### config.mk
export PLATFORM = sky130hd
export DESIGN_NAME = scpad_dram_req_arbq
export DESIGN_NICKNAME = d
export VERILOG_FILES = /design/src/rtl/scpad_pkg.sv /design/src/rtl/scpad_req_fifo.sv /design/src/rtl/scpad_dram_req_arbq.sv
export SDC_FILE = /design/constraint.sdc
export NUM_CORES = 1
export LEC_CHECK = 0
export CORE_UTILIZATION = 60
export CTS_BUF_LIST = sky130_fd_sc_hd__clkbuf_2
export CTS_CLUSTER_SIZE = 12
export DETAILED_ROUTE_END_ITERATION = 10
export GPL_ROUTABILITY_DRIVEN = 0
export HOLD_SLACK_MARGIN = 0.08
export PLACE_DENSITY_LB_ADDON = 0.1
export SYNTH_ARGS = -nofsm -noshare
export SYNTH_HDL_FRONTEND = slang
export SYNTH_SLANG_ARGS = --single-unit
### constraint.sdc
create_clock -name CLK -period 7.9 [get_ports CLK]
set_input_delay 2.37 -clock CLK [delete_from_list [all_inputs] [get_ports CLK]]
set_output_delay 2.37 -clock CLK [all_outputs]
set_load 0.01 [all_outputs]
### src/rtl/scpad_pkg.sv
`default_nettype none
// -----------------------------------------------------------------------------
// scpad_pkg - beat/request types and arbiter states for scpad_dram_req_arbq
// Rev 1.0
// -----------------------------------------------------------------------------
package scpad_pkg;
  localparam int DRAM_ADDR_WIDTH = 32;
  localparam int DRAM_ID_WIDTH   = 4;
  localparam int DRAM_DATA_WIDTH = 32;
  localparam int NBYTES_W        = 3;
  localparam int SUB_W           = 3;
  localparam int CH_W            = 2;

  typedef struct packed {
    logic                       write;
    logic [DRAM_ADDR_WIDTH-1:0] addr;
    logic [DRAM_ID_WIDTH-1:0]   id;
    logic [SUB_W-1:0]           sub_id;
    logic [SUB_W-1:0]           num_request;
    logic [NBYTES_W-1:0]        num_bytes;
    logic [DRAM_DATA_WIDTH-1:0] wdata;
  } dram_beat_t;

  typedef struct packed {
    logic [CH_W-1:0] ch;
    dram_beat_t      beat;
  } dram_req_t;

  typedef enum logic [0:0] {
    ARB_IDLE   = 1'b0,
    ARB_LOCKED = 1'b1
  } arb_state_t;
endpackage
`default_nettype wire

### src/rtl/scpad_req_fifo.sv
`default_nettype none
// -----------------------------------------------------------------------------
// scpad_req_fifo - per-channel sync FIFO with flush and show-ahead head
// Rev 1.0
// -----------------------------------------------------------------------------
module scpad_req_fifo #(
  parameter int  DEPTH = 8,
  parameter type T     = logic [7:0]
) (
  input  logic CLK,
  input  logic nRST,
  input  logic push,
  input  logic pop,
  input  logic flush,
  input  T     wdata,
  output T     head,
  output logic full,
  output logic empty
);
  localparam int             c_aw   = $clog2(DEPTH);
  localparam logic [c_aw:0]  c_full = (c_aw + 1)'(DEPTH);

  T                mem [DEPTH];
  logic [c_aw-1:0] r_wr_ptr;
  logic [c_aw-1:0] r_rd_ptr;
  logic [c_aw:0]   r_count;
  logic            w_push;
  logic            w_pop;

  assign full   = (r_count == c_full);
  assign empty  = (r_count == '0);
  // Flush discards anything offered or taken in the same cycle.
  assign w_push = push && !full && !flush;
  assign w_pop  = pop && !empty && !flush;
  assign head   = mem[r_rd_ptr];

  always_ff @(posedge CLK or negedge nRST) begin
    if (!nRST) begin
      r_wr_ptr <= '0;
      r_rd_ptr <= '0;
      r_count  <= '0;
    end else if (flush) begin
      r_wr_ptr <= '0;
      r_rd_ptr <= '0;
      r_count  <= '0;
    end else begin
      if (w_push) r_wr_ptr <= r_wr_ptr + 1'b1;
      if (w_pop)  r_rd_ptr <= r_rd_ptr + 1'b1;
      case ({w_push, w_pop})
        2'b10:   r_count <= r_count + 1'b1;
        2'b01:   r_count <= r_count - 1'b1;
        default: ;
      endcase
    end
  end

  always_ff @(posedge CLK) begin
    if (w_push) mem[r_wr_ptr] <= wdata;
  end
endmodule
`default_nettype wire

### src/rtl/scpad_dram_req_arbq.sv
`default_nettype none
// -----------------------------------------------------------------------------
// scpad_dram_req_arbq - per-channel request FIFOs with burst-locked RR arbiter
// Rev 1.0
// -----------------------------------------------------------------------------
module scpad_dram_req_arbq
  import scpad_pkg::*;
#(
  parameter int NUM_CH = 2,
  parameter int DEPTH  = 8
) (
  input  logic                    CLK,
  input  logic                    nRST,
  input  logic [NUM_CH-1:0]       enq_valid,
  output logic [NUM_CH-1:0]       enq_ready,
  input  dram_beat_t [NUM_CH-1:0] enq_req,
  input  logic [NUM_CH-1:0]       flush,
  output logic                    dram_req_valid,
  output dram_req_t               dram_req,
  input  logic                    dram_ready,
  output logic [NUM_CH-1:0]       burst_complete,
  output logic [NUM_CH-1:0]       queue_empty
);
  localparam int              c_cw   = (NUM_CH > 1) ? $clog2(NUM_CH) : 1;
  localparam logic [c_cw-1:0] c_last = c_cw'(NUM_CH - 1);

  arb_state_t              r_state, w_state_nxt;
  logic [c_cw-1:0]         r_rr_ptr, w_rr_nxt;
  logic [c_cw-1:0]         r_lock_ch, w_lock_nxt;
  logic                    r_hold, w_hold_nxt;
  logic [NUM_CH-1:0]       r_done, w_done_nxt;
  logic [c_cw-1:0]         w_grant, w_rr_pick;
  logic [NUM_CH-1:0]       w_full, w_empty, w_pop;
  dram_beat_t [NUM_CH-1:0] w_heads;
  dram_beat_t              w_head;
  logic                    w_valid, w_accept, w_last, w_gflush;
  logic [SUB_W-1:0]        w_nr_eff;

  for (genvar g = 0; g < NUM_CH; g++) begin : g_ch
    scpad_req_fifo #(.DEPTH(DEPTH), .T(dram_beat_t)) u_fifo (
      .CLK   (CLK),
      .nRST  (nRST),
      .push  (enq_valid[g]),
      .pop   (w_pop[g]),
      .flush (flush[g]),
      .wdata (enq_req[g]),
      .head  (w_heads[g]),
      .full  (w_full[g]),
      .empty (w_empty[g])
    );
  end

  assign enq_ready      = ~w_full;
  assign queue_empty    = w_empty;
  assign burst_complete = r_done;

  // Lowest non-empty channel overall, overridden by the lowest at/after rr_ptr.
  always_comb begin
    w_rr_pick = r_rr_ptr;
    for (int c = NUM_CH - 1; c >= 0; c--)
      if (!w_empty[c]) w_rr_pick = c_cw'(c);
    for (int c = NUM_CH - 1; c >= 0; c--)
      if (!w_empty[c] && (c_cw'(c) >= r_rr_ptr)) w_rr_pick = c_cw'(c);
  end

  // r_lock_ch doubles as the frozen grant while a stalled beat is held in IDLE.
  assign w_grant  = ((r_state == ARB_LOCKED) || r_hold) ? r_lock_ch : w_rr_pick;
  assign w_valid  = !w_empty[w_grant];
  assign w_head   = w_heads[w_grant];
  assign w_accept = w_valid && dram_ready;
  assign w_gflush = flush[w_grant];
  assign w_nr_eff = (w_head.num_request == '0) ? SUB_W'(1) : w_head.num_request;
  assign w_last   = (w_nr_eff == SUB_W'(1)) || (w_head.sub_id == w_nr_eff - SUB_W'(1));

  assign dram_req_valid = w_valid;

  always_comb begin
    dram_req = '0;
    if (w_valid) begin
      dram_req.ch   = CH_W'(w_grant);
      dram_req.beat = w_head;
    end
  end

  always_comb begin
    w_pop = '0;
    w_pop[w_grant] = w_accept;
  end

  always_comb begin
    w_state_nxt = r_state;
    w_rr_nxt    = r_rr_ptr;
    w_lock_nxt  = r_lock_ch;
    w_hold_nxt  = 1'b0;
    w_done_nxt  = '0;
    if (w_accept && w_last) begin
      w_state_nxt         = ARB_IDLE;
      w_rr_nxt            = (w_grant == c_last) ? '0 : w_grant + 1'b1;
      w_done_nxt[w_grant] = 1'b1;
    end else if (r_state == ARB_LOCKED) begin
      if (w_gflush) w_state_nxt = ARB_IDLE;
    end else if (w_accept) begin
      if (!w_gflush) begin
        w_state_nxt = ARB_LOCKED;
        w_lock_nxt  = w_grant;
      end
    end else if (w_valid && !w_gflush) begin
      w_hold_nxt = 1'b1;
      w_lock_nxt = w_grant;
    end
  end

  always_ff @(posedge CLK or negedge nRST) begin
    if (!nRST) begin
      r_state   <= ARB_IDLE;
      r_rr_ptr  <= '0;
      r_lock_ch <= '0;
      r_hold    <= 1'b0;
      r_done    <= '0;
    end else begin
      r_state   <= w_state_nxt;
      r_rr_ptr  <= w_rr_nxt;
      r_lock_ch <= w_lock_nxt;
      r_hold    <= w_hold_nxt;
      r_done    <= w_done_nxt;
    end
  end

  // A multi-beat burst must open with sub_id 0.
  always_ff @(posedge CLK) begin
    if (nRST && w_accept && (r_state == ARB_IDLE) && !w_last)
      assert (w_head.sub_id == '0);
  end
endmodule
`default_nettype wire

==> results of run 1 <==
-- stage by stage --
stage               worst slack (ns)  power (W)  instance area, sq um  std cells
floorplan                      1.189    0.01096                 49380       2208
finish                        0.1751    0.01753                 55980       3945
detailed placement             1.164    0.01350                 53340       3435
CTS                          0.01878    0.01764                 55960       3938
global route               0.0009766    0.01830                 55980       3943
global placement               1.199    0.01344                 53340       3435
-- Yosys cell counts, types with 17 or more instances --
cell type                  instances  share of area (%)
sky130_fd_sc_hd__a21oi_1          42               0.43
sky130_fd_sc_hd__clkbuf_1         47               0.36
sky130_fd_sc_hd__nand2_1          26               0.20
sky130_fd_sc_hd__buf_2            59               0.60
sky130_fd_sc_hd__mux2i_1          83                1.7
sky130_fd_sc_hd__a211oi_1        117                1.8
sky130_fd_sc_hd__nor2b_1          58               0.74
sky130_fd_sc_hd__nor2_1           40               0.30
sky130_fd_sc_hd__mux2_2           17               0.39
sky130_fd_sc_hd__edfxtp_1       1248                 76
sky130_fd_sc_hd__mux4_2          312                 14
sky130_fd_sc_hd__dfrtp_1          26                1.3
-- registers in the layout, indices dropped and copies added (netlist names) --
register	cells
g_ch.u_fifo.r_wr_ptr	6
g_ch.u_fifo.r_rd_ptr	6
g_ch.u_fifo.r_count	8
burst_complete	2
r_state	1
r_rr_ptr	1
r_lock_ch	1
g_ch.u_fifo.mem	1248
r_hold	1
-- final cells by class --
cell class	instances	area, sq um
multi-input cells	801	10770
fillers	5174	24960
inverters	7	26.28
well taps	1060	1326
clock inverters	53	349.1
flip-flops and latches	1274	38150
clock buffers	449	2247
repair buffers	294	3093
diodes	7	17.52
-- routing by layer --
layer	track usage [%]	vias to the layer above
li1	-	10485
met1	37.70	12602
met2	44.16	1146
met3	8.047	210
met4	9.618	20
met5	0	-
-- final timing paths --
check | end | slack [ns] | depth (start not counted)
min reg2reg | g_ch[1].u_fifo.r_count[3] | 0.59 | 2
max reg2reg | r_state | 3.65 | 15
min in group asynchronous | g_ch[0].u_fifo.r_count[3] | 1.34 | 2
max | dram_req[34] | 0.18 | 7
max in group asynchronous | g_ch[1].u_fifo.r_rd_ptr[2] | 6.13 | 2
min | g_ch[1].u_fifo.r_count[3] | 0.59 | 2
-- repair_timing --
action / in CTS / in global routing
cloned: 1 / 0
setup endpoints to repair: 26 / 5
pin swaps: 1 / 0
gates resized for setup: 3 / 3
hold endpoints to repair: 0 / 0
-- where the power goes --
group          switching (W)  internal (W)  total [W]
Sequential          0.000184       0.00761    0.00780
Combinational        0.00310       0.00254    0.00564
Clock                0.00243       0.00166    0.00409
Total                0.00571        0.0118     0.0175
-- cell usage in the layout, fill, tap and decap left out, types with 6 or more instances in the layout --
| cell type | n |
|---|---|
| sky130_fd_sc_hd__buf_4 | 23 |
| sky130_fd_sc_hd__mux2_2 | 17 |
| sky130_fd_sc_hd__clkdlybuf4s50_1 | 248 |
| sky130_fd_sc_hd__xor2_1 | 12 |
| sky130_fd_sc_hd__dfrtp_1 | 20 |
| sky130_fd_sc_hd__nor2b_1 | 58 |
| sky130_fd_sc_hd__a211oi_1 | 116 |
| sky130_fd_sc_hd__nor3_1 | 8 |
| sky130_fd_sc_hd__nor2_4 | 12 |
| sky130_fd_sc_hd__diode_2 | 7 |
| sky130_fd_sc_hd__buf_12 | 20 |
| sky130_fd_sc_hd__nand2b_1 | 7 |
| sky130_fd_sc_hd__ha_1 | 9 |
| sky130_fd_sc_hd__mux2i_1 | 83 |
| sky130_fd_sc_hd__edfxtp_1 | 1248 |
| sky130_fd_sc_hd__xnor2_1 | 7 |
| sky130_fd_sc_hd__inv_1 | 6 |
| sky130_fd_sc_hd__mux4_2 | 312 |
| sky130_fd_sc_hd__nand3_1 | 12 |
| sky130_fd_sc_hd__clkbuf_2 | 449 |
| sky130_fd_sc_hd__nand2_1 | 26 |
| sky130_fd_sc_hd__nor2_1 | 28 |
| sky130_fd_sc_hd__clkinv_2 | 9 |
| sky130_fd_sc_hd__clkinv_1 | 34 |
| sky130_fd_sc_hd__dfrtp_4 | 6 |
| sky130_fd_sc_hd__a21oi_1 | 42 |
-- cell families (layout without fill, tap and decap cells) --
group                    count (synthesis)  in the layout
AO/OA/AOI/OAI                          187            188
XOR/XNOR                                20             20
other                                    1              8
AND/OR/NAND/NOR                        170            170
buffers and inverters                  134            803
adder cells (fa/ha/maj)                  9              9
flip-flops                            1274           1274
multiplexers                           413            413
-- tightest hold or removal path: stages (launching register included) --
cell,delay [ns]
sky130_fd_sc_hd__dfrtp_1,0.39
sky130_fd_sc_hd__xor2_1,0.08
sky130_fd_sc_hd__nor2_1,0.08
==> results.md, run 1 <==
STA:
- The post-route minimum period is 7.725 ns.
- The tightest hold path in the finished design has a slack of 0.5853 ns.
- Setup repair after global routing left no endpoint under its margin.
- The final setup TNS is 0 ns.
- For the pin with the worst max-slew slack, the measured transition is 1.189 ns.
- The worst-case headroom to the max-slew limit is 20.26%.
- Setup violations remaining at the end of the flow were counted as 0.
- The count of final max-slew check failures came to 0.
- Of the available clock period, the critical path in the final layout requires 97.78%.
- The final worst clock skew is 0.1719 ns.
- The final number of hold-violating endpoints is 0.
- Timing would allow up to 0.1295 GHz.

Drt:
- The met1 layer wirelength in the final routing is 43.26 mm.
- The routed design uses 55.98 mm of met2 wire.
- The number of nets still failing antenna checks after routing is 0.
- Before antenna repair, the detailed router went through 6 iterations.
- The wire length on met3 is 10.12 mm.
- In the final routed layout, each cell accounts on average for 28.54 um.
- The DRC violation count after routing is 0.
- The count of vias placed by the detailed router is 24463.
- The aggregate routed wire length is 112.6 mm.
- In the routed layout, each cell is associated on average with a via count of 6.201.
- The highest layer touched by signal routing is met5.
- After the first detailed-routing iteration, the DRC count stood at 2217.

CTS:
- At the later pin of the worst-skew pair, clock insertion delay measures 1.48 ns.
- The post-CTS setup repair buffer count is 0.
- TritonCTS built the clock tree.
- The clock transition at the register clock pins on the worst setup and hold paths after CTS is 0.09 ns.
- The total CTS buffers is 323.
- The H-tree level count is 5.
- The maximum count of clock buffers along a single path is 4.
- Counting every sink on the clock net gives 1274.
- The total of hold buffers inserted after clock tree synthesis is 0.
- Clock tree synthesis selected as its root buffer the cell sky130_fd_sc_hd__clkbuf_2.

Global route:
- The largest net degree at the start of global routing is 75.
- The total routing usage reported by global routing is 27.89%.
- The first global-routing pass estimated 165.1 mm of wire.
- The number of global-route vias before repair is 25455.
- Summed over all layers, the global routing overflow is 0.
- The number of antenna violations at the first check in global routing is 13.

Critical path:
- The endpoint type of the worst setup path is an output port.
- In this design, the stage delay of the slowest critical-path cell is 0.70 ns.
- The slowest stage cell on the critical path is sky130_fd_sc_hd__or4_1.
- For the worst setup path, the data arrival time is 5.35 ns.
- The path type of the worst setup path is reg -> out.
- The data required time at the worst endpoint is 5.53 ns.
- Along the worst path, the maximum fanout reaches 74.
- The startpoint type of the worst setup path is a register.
- The signal on the critical path passes through or4_1 -> a21oi_2 -> o21a_4 -> buf_8 -> a211oi_1 -> a211oi_1 -> clkdlybuf4s50_1.
- Together, buffers and inverters on the worst path number 2.
- The most critical setup path has its startpoint at g_ch[1].u_fifo.r_count[1].
- The startpoint identified for the worst register-to-register timing path is g_ch[1].u_fifo.r_rd_ptr[1].
- The kind of cell with the highest combined delay on the critical path is compound AO/OA/AOI/OAI gates.
- The most repeated library cell on the critical path is sky130_fd_sc_hd__a211oi_1.

Min path:
- In this run the most critical hold path is launched from g_ch[1].u_fifo.r_count[3].
- The class of the most critical hold timing path is reg -> reg.

Finish:
- After the last flow step, the layout net total stands at 2873.
- The area growth from synthesis to layout is 13.40%.
- The share of post-route cells with drive strength above 1 is 30.82%.
- The utilization of the core after routing is 69.17%.

Synth:
- Among all flip-flop cells after synthesis, the most frequent one is sky130_fd_sc_hd__edfxtp_1.
- The share of synthesized registers carrying an async set or reset is 2.041%.
- The synthesized netlist net count is 2380.
- The synthesized netlist devotes 2.649% of its cell area to compound gates.
- The count of different cell masters after synthesis is 52.
- The average cell area after synthesis is 22.36 sq um.
- After Yosys synthesis, and, or, nand and nor cells account for 1.878% of the synthesized area.
- The synthesized netlist devotes 0.3701% of its cell area to XOR and XNOR gates.
- Multiplexer cells account for 16.35% of the synthesized area.
- The number of enable-type register cells in the synthesized netlist is 1248.
- Yosys printed 0 warnings.
- The synthesized-area fraction occupied by adder cells is 0.2281%.
- The number of synthesized register bits is 1274.
- Sequential elements use 77.23% of the synthesized area.
- The cell area after synthesis is 0.04936 sq mm.
- After synthesis, the largest family of logic cells by area is multiplexers.
- The cell count after synthesis came out at 2208.

Floorplan:
- The I/O pin count is 250.
- For this configuration, the core starts out at a cell density of 60.99%.
- After floorplanning, the core was divided into 104 placement rows.
- The die is 288.8 um tall.
- From left edge to right edge, the die measures 288.8 um.
- After floorplanning, the core was sized to cover 0.08094 sq mm.
- The die covers 0.08343 sq mm.

Flow run:
- The total of max-cap violations is 0.

Pwr:
- The leakage component of the power is 17.58 nW.
- IR analysis of the VDD net gives a maximum drop of 0.4926 mV.
- The total power per unit cell area is 313.1 mW/mm^2.

Placement:
- The HPWL after detailed placement is 66.15 mm.
- The count of buffers inserted at the top-level ports is 248.

Outcome:
- The flow ran to the end, and the final reports show no timing, DRC or antenna violations.
(Power assumes the default switching activity.)
==> inputs of run 2 (changes only) <==
--- a/config.mk
+++ b/config.mk
@@ -11,7 +11,7 @@
 export DETAILED_ROUTE_END_ITERATION = 10
 export GPL_ROUTABILITY_DRIVEN = 0
 export HOLD_SLACK_MARGIN = 0.08
-export PLACE_DENSITY_LB_ADDON = 0.1
+export PLACE_DENSITY_LB_ADDON = 0.05
 export SYNTH_ARGS = -nofsm -noshare
 export SYNTH_HDL_FRONTEND = slang
 export SYNTH_SLANG_ARGS = --single-unit
==> constraint.sdc (replaced) <==
create_clock -name CLK -period 7.8 [get_ports CLK]
set_input_delay 2.34 -clock CLK [delete_from_list [all_inputs] [get_ports CLK]]
set_output_delay 2.34 -clock CLK [all_outputs]
set_load 0.01 [all_outputs]
==> results.md, run 2 (synthesized netlist as in run 1, its figures left out) <==
Floorplan:
- The floorplan has 104 rows.
- The total area inside the core boundary comes to 0.08094 sq mm.
- The I/O pin count is 250.
- The die is 288.8 um wide.
- The floorplan step defined a die boundary enclosing 0.08343 sq mm.
- The die is 288.8 um tall.
- The starting density of the core is 60.99%.

Pwr:
- In this run the static leakage power is 17.65 nW.
- The total power is 0.01807 W.
- The worst IR drop on VDD is 0.4528 mV.
- The total power per unit cell area is 321.6 mW/mm^2.

CTS:
- Once the clock tree was built, the setup fixing pass inserted 0 buffers.
- The cell sitting at the root of the clock tree is a sky130_fd_sc_hd__clkbuf_2.
- After clock tree synthesis, the clock-pin slew on the worst setup and hold paths is 0.09 ns.
- The later pin in the worst-skew pair is clocked with a latency of 1.50 ns.
- Hold repair after CTS inserted 0 buffers.
- Clock tree synthesis inserted a total of 321 buffers.
- The TritonCTS clock tree is done.
- The maximum count of clock buffers along a single path is 4.
- In this run the number of H-tree levels came out at 5.
- CTS saw 1274 sinks.

Global route:
- Entering global routing, the biggest net connects 79 pins.
- In the global route stage, overall resource usage came out at 28.26%.
- The number of antenna violations at the first check in global routing is 22.
- After global routing the overflow that remains totals 0.
- met2 is the most crowded layer.
- Global routing used 7.890% of the available met3 tracks.
- In the global route stage, met2 resource usage came out at 44.57%.
- The wire length of the first global-routing pass is 166.9 mm.
- The number of global-route vias before repair is 25530.
- For this run, global-route usage on met1 was measured as 37.91%.

Min path:
- The class of the most critical hold timing path is reg -> reg.
- The number of cells traversed by the worst hold path is 2.
- In this run the most critical hold path is launched from g_ch[1].u_fifo.r_count[3].
- The terminating pin of the worst hold path is g_ch[1].u_fifo.r_count[3].

Finish:
- Cells with a size suffix above 1 make up 30.82% of the layout.
- The number of inserted filler cells in the final layout is 5172.
- The largest registers in the layout are g_ch.u_fifo.mem (1248), g_ch.u_fifo.r_count (8).
- The total number of nets in the final design is 2872.
- Compared with the post-synthesis result, the final layout area differs by 13.84%.
- The combined area of the multi-input logic cells is 0.01085 sq mm.
- In the layout the commonest cells are sky130_fd_sc_hd__edfxtp_1, sky130_fd_sc_hd__clkbuf_2, sky130_fd_sc_hd__mux4_2.
- The sequential cell area in the final layout is 0.03815 sq mm.
- The most common cell after layout, fill and taps aside is sky130_fd_sc_hd__edfxtp_1.
- The number of flip-flops in the largest register is 1248.
- g_ch.u_fifo.mem holds more flip-flops than any other register.
- Summing all non-filler instances in the final layout gives an area of 0.05620 sq mm.

Drt:
- In this run, the number of DRC markers left after iteration 0 of detailed routing was 2128.
- The count of vias placed by the detailed router is 24731.
- After detailed routing, the number of remaining DRC violations is 0.
- The first detailed-routing pass ran for 5 iterations.
- The final routed wire length divided by cell count is 28.91 um.
- The number of nets still failing antenna checks after routing is 0.
- The final layout contains routed wiring with a total length of 115.0 mm.
- The average vias per placed instance is 6.215.

Critical path:
- The startpoint type of the worst setup path is a register.
- The path type of the worst setup path is reg -> out.
- The terminus of the critical flop-to-flop path is r_state.
- The largest fanout on the critical path is 35.
- For the worst setup path, the data arrival time is 5.26 ns.
- For flop-to-flop paths, the worst setup slack is 3.66 ns.
- In this run the critical register-to-register path is launched from g_ch[1].u_fifo.r_rd_ptr[1].
- The worst setup path is captured at an output port.
- The worst register-to-register path has a depth of 14.
- At the worst endpoint, the required time is 5.46 ns.

STA:
- The count of final max-slew check failures was 0.
- The setup violation total in the final timing report is 0.
- The worst-case headroom to the max-slew limit is 7.899%.
- At the pin with the least slew margin, the transition time is 1.382 ns.
- The fmax is 0.1316 GHz.
- The final number of hold-violating endpoints is 0.
- The post-route minimum period is 7.600 ns.
- The worst hold-check slack is 0.6031 ns.
- The final critical path takes up 97.44% of the cycle.
- For the final routed database, the setup TNS stands at 0 ns.
- The clock arrives with 0.1063 ns of skew.

Placement:
- The placed instance area is 0.05334 sq mm.
- The count of buffers inserted at the top-level ports is 248.
- The placed wire-length estimate is 66.73 mm.

Flow run:
- Across the run, the number of max-cap violations was 0.

Outcome:
- The flow ran to the end, and the final reports show no timing, DRC or antenna violations.
## run 2: cell count changes in the layout (fill, tap and decap cells not counted), sizes merged
cell and delta:
o21ai +1, o21a +1, clkbuf +4, diode +5, clkinvlp -2, buf -1, clkinv +27, inv -2
bufinv +1
## run 2: worst max-delay path by stage
stage,slack (ns),cells past startpoint,from,end
after floorplan,1.12,3,enq_valid[1],g_ch[1].u_fifo.mem[6][0]
after global placement,1.53,7,g_ch[1].u_fifo.r_count[2],dram_req[17]
after detailed placement,1.47,7,g_ch[1].u_fifo.r_count[2],dram_req[17]
after CTS,-0.04,7,g_ch[1].u_fifo.r_count[2],dram_req[8]
after global routing,-0.02,7,g_ch[1].u_fifo.r_rd_ptr[0],dram_req[65]
final,0.20,7,g_ch[1].u_fifo.r_count[2],dram_req[44]
## run 2: final cells by class
type,instances,area share [%]
clock inverters,77,0.8193
inverters,7,0.04676
repair buffers,293,5.493
multi-input cells,803,19.31
diodes,12,0.05344
flip-flops and latches,1274,67.89
clock buffers,453,4.034
well taps,1060,2.360
## run 2: power by group
part	leakage (nW)	internal (W)	switching [W]
registers	11.6	0.00771	0.000180
clock network	2.10	0.00174	0.00251
logic	3.94	0.00261	0.00332
total	17.6	0.0121	0.00601
## run 2: stage by stage
stage               util [%]  instances  worst slack, ns
finish                 69.43       3979           0.1997
global placement       65.91       3434            1.530
floorplan                  -       2208            1.119
detailed placement     65.91       3434            1.473
CTS                    69.34       3966         -0.03703
global route           69.42       3974         -0.02311
## run 2: layer usage
metal	routed length (um)	part of all wire (%)
met2	57120	50
met4	3160	2.7
met1	44390	39
met3	10170	8.8
met5	182	0.16
## run 2: what timing repair did
item | 4_1_cts | 5_1_grt
resized for setup | 6 | 7
cloned | 2 | 1
endpoints found under the setup margin | 15 | 31
## run 2: critical path, stage by stage, from the launching register on
cell and delay [ns]:
sky130_fd_sc_hd__dfrtp_1 0.43, sky130_fd_sc_hd__or4_1 0.80, sky130_fd_sc_hd__a21oi_4 0.44, sky130_fd_sc_hd__o21a_4 0.38, sky130_fd_sc_hd__buf_4 0.48, sky130_fd_sc_hd__a211oi_1 0.27, sky130_fd_sc_hd__a211oi_1 0.38, sky130_fd_sc_hd__clkdlybuf4s50_1 0.60
==> inputs of run 3 (changes only) <==
--- a/config.mk
+++ b/config.mk
@@ -5,11 +5,12 @@
 export SDC_FILE = /design/constraint.sdc
 export NUM_CORES = 1
 export LEC_CHECK = 0
-export CORE_UTILIZATION = 60
+export CORE_UTILIZATION = 50
 export CTS_BUF_LIST = sky130_fd_sc_hd__clkbuf_2
 export CTS_CLUSTER_SIZE = 12
 export DETAILED_ROUTE_END_ITERATION = 10
 export GPL_ROUTABILITY_DRIVEN = 0
+export GPL_TIMING_DRIVEN = 0
 export HOLD_SLACK_MARGIN = 0.08
 export PLACE_DENSITY_LB_ADDON = 0.05
 export SYNTH_ARGS = -nofsm -noshare
==> results.md, run 3 (synthesized netlist as in run 1, its figures left out) <==
CTS:
- The sink count of the clock tree is 1274.
- TritonCTS built the clock tree.
- The insertion delay of the later-clocked pin in the worst-skew pair is 1.51 ns.
- The H-tree was split into 5 levels.
- After clock tree synthesis, the clock-pin slew on the worst setup and hold paths is 0.10 ns.
- The total of hold buffers inserted after clock tree synthesis is 0.
- The clock root buffer is sky130_fd_sc_hd__clkbuf_2.
- The maximum count of clock buffers along a single path is 4.
- The total CTS buffers is 332.

Drt:
- The final routed wire length divided by cell count is 28.70 um.
- The first detailed-routing pass took 5 iterations.
- In the routed design, unresolved DRC markers number 0.
- Once detail routing completed, the nets flagged for antenna violations numbered 0.
- The final layout contains routed wiring with a total length of 124.8 mm.
- The average vias per placed instance is 5.808.
- The count of vias placed by the detailed router is 25253.
- The starting DRC count in detailed routing is 2514.

Placement:
- The total instance count after detailed placement is 3796.
- Prior to clock tree synthesis, the placed netlist has a worst setup slack of 0.9259 ns.
- The count of buffers inserted at the top-level ports is 247.
- The HPWL after detailed placement is 83.93 mm.

Finish:
- The count of cells in the finished layout, fillers not included, comes to 4348.
- The most common cell after layout, fill and taps aside is sky130_fd_sc_hd__edfxtp_1.
- The number of flip-flops in the largest register is 1248.
- In the final layout, the registers with the most flip-flops are g_ch.u_fifo.mem (1248), g_ch.u_fifo.r_count (8).
- More flip-flops sit in one register than any other, and that register is g_ch.u_fifo.mem.
- The layout overhead on the synthesized area is 17.40%.
- Cells with a size suffix above 1 make up 32.93% of the layout.
- The top cell types in the final layout, fill and taps aside, are sky130_fd_sc_hd__edfxtp_1, sky130_fd_sc_hd__clkbuf_2, sky130_fd_sc_hd__mux4_2.
- At the end of the flow, the number of nets in the layout was 3025.

Global route:
- In the global route stage, overall resource usage came out at 25.54%.
- The number of antenna violations at the first check in global routing was 21.
- The wire length of the first global-routing pass is 178.7 mm.
- Summed over all layers, the global routing overflow is 0.
- The number of global-route vias before repair is 26414.
- Entering global routing, the biggest net connects 27 pins.

STA:
- Adding up every negative setup slack in the final design gives 0 ns.
- Setup slack closes at 0.3111 ns.
- Measured against its own limit, the worst slew margin works out to 28.91%.
- The final worst clock skew is 0.07625 ns.
- The setup violation total in the final timing report is 0.
- The pin slew with the least headroom to its limit is 1.059 ns.
- The count of final max-slew check failures is 0.
- Setup repair after global routing left no endpoint under its margin.
- The period utilization is 96.01%.
- The final number of hold-violating endpoints is 0.
- The post-route minimum period is 7.489 ns.
- The fmax is 0.1335 GHz.

Flow run:
- Across the run, the number of max-cap violations was 0.

Critical path:
- The worst setup path is captured at an output port.
- The worst setup path is launched from a register.
- By startpoint and endpoint, the worst setup path is classified as reg -> out.
- Data arrives at the worst endpoint at 5.15 ns.
- The data required time at the worst endpoint is 5.46 ns.
- Of all nets on the critical path, the largest fanout is 10.

Floorplan:
- After floorplanning, the core was divided into 114 placement rows.
- The core region area is 0.09728 sq mm.
- Pin placement for this block handled 250 I/O pins.
- The height of the chip is 316.2 um.
- The starting density of the core is 50.75%.
- Measured along the x axis, the die boundary spans 316.2 um.
- The die covers 0.09999 sq mm.

Pwr:
- Dividing total power by cell area gives a power density of 322.1 mW/mm^2.
- The total power is 0.01867 W.
- The leakage component of the power is 18.49 nW.
- The worst IR drop on VDD is 0.4389 mV.

Min path:
- The class of the most critical hold timing path is reg -> reg.

Outcome:
- The run finished with clean final reports.
-- run 3: cell types whose count changed in the layout (fill, tap and decap cells not counted), moves of 5 or more --
| cell | delta |
|---|---|
| sky130_fd_sc_hd__buf_2 | +57 |
| sky130_fd_sc_hd__clkbuf_1 | +36 |
| sky130_fd_sc_hd__clkbuf_2 | +30 |
| sky130_fd_sc_hd__buf_16 | +28 |
| sky130_fd_sc_hd__buf_4 | -16 |
| sky130_fd_sc_hd__buf_12 | +11 |
| sky130_fd_sc_hd__diode_2 | -7 |
| sky130_fd_sc_hd__buf_1 | +6 |
| sky130_fd_sc_hd__dfrtp_1 | +6 |
| sky130_fd_sc_hd__dfrtp_4 | -6 |
| sky130_fd_sc_hd__buf_8 | +5 |
-- run 3: power by group --
group / total [W] / internal, W / switching [W] / leakage [nW]
Combinational: 0.00657 / 0.00274 / 0.00382 / 4.70
Clock: 0.00432 / 0.00176 / 0.00256 / 2.16
Sequential: 0.00778 / 0.00771 / 0.0000718 / 11.6
Total: 0.0187 / 0.0122 / 0.00645 / 18.5
-- run 3: area by class of cell --
class	instances	area, sq um
antenna	5	12.51
multi-input combinational	800	10810
sequential	1274	38130
clock inverter	76	422.9
fill	7265	39320
tap	1276	1597
buffer	126	649.4
timing repair buffer	312	3954
clock buffer	472	2362
inverter	7	26.28
-- run 3: through the flow --
| step | area (sq um) | hold slack (ns) | util, % |
|---|---|---|---|
| after detailed placement | 55060 | 0.5217 | 56.60 |
| after global placement | 53450 | 0.5180 | 54.95 |
| after floorplan | 49380 | 0.4921 | - |
| final | 57960 | 0.5435 | 59.58 |
| after global routing | 57950 | 0.5880 | 59.57 |
| after CTS | 57920 | 0.5404 | 59.54 |
-- run 3: worst paths after layout --
| path | startpoint | end | slack (ns) | cells past startpoint |
|---|---|---|---|---|
| worst max-delay path | g_ch[0].u_fifo.r_count[1] | dram_req[42] | 0.31 | 9 |
| worst min-delay path | r_state | r_hold | 0.54 | 1 |
| worst max register to register | g_ch[1].u_fifo.r_count[2] | burst_complete[0] | 3.75 | 16 |
| worst min register to register | r_state | r_hold | 0.54 | 1 |
| max in group asynchronous | nRST | g_ch[1].u_fifo.r_rd_ptr[2] | 6.38 | 1 |
| min in group asynchronous | nRST | g_ch[0].u_fifo.r_wr_ptr[1] | 0.90 | 1 |
-- run 3: critical path, stage by stage, from the launching register on --
cell	delay (ns)
sky130_fd_sc_hd__dfrtp_1	0.38
sky130_fd_sc_hd__buf_2	0.18
sky130_fd_sc_hd__nor4_4	0.55
sky130_fd_sc_hd__a21oi_2	0.08
sky130_fd_sc_hd__o21a_1	0.20
sky130_fd_sc_hd__buf_6	0.14
sky130_fd_sc_hd__o21ai_1	0.81
sky130_fd_sc_hd__buf_2	0.54
sky130_fd_sc_hd__a211oi_1	0.19
sky130_fd_sc_hd__clkdlybuf4s50_1	0.58
-- run 3: routing by layer --
| layer | wire length [um] | track usage (%) | part of all wire, % | vias to the layer above |
|---|---|---|---|---|
| met5 | 172 | 0 | 0.14 | - |
| met2 | 61660 | 40.48 | 49 | 1016 |
| met3 | 10730 | 8.136 | 8.6 | 152 |
| li1 | - | - | - | 10839 |
| met1 | 50360 | 34.35 | 40 | 13218 |
| met4 | 1871 | 7.080 | 1.5 | 28 |
-- run 3: repair_timing --
item | 4_1_cts | 5_1_grt
endpoints found under the hold margin | 0 | 0
gates resized for setup | 26 | 9
endpoints found under the setup margin | 67 | 11
buffers inserted | 0 | 0
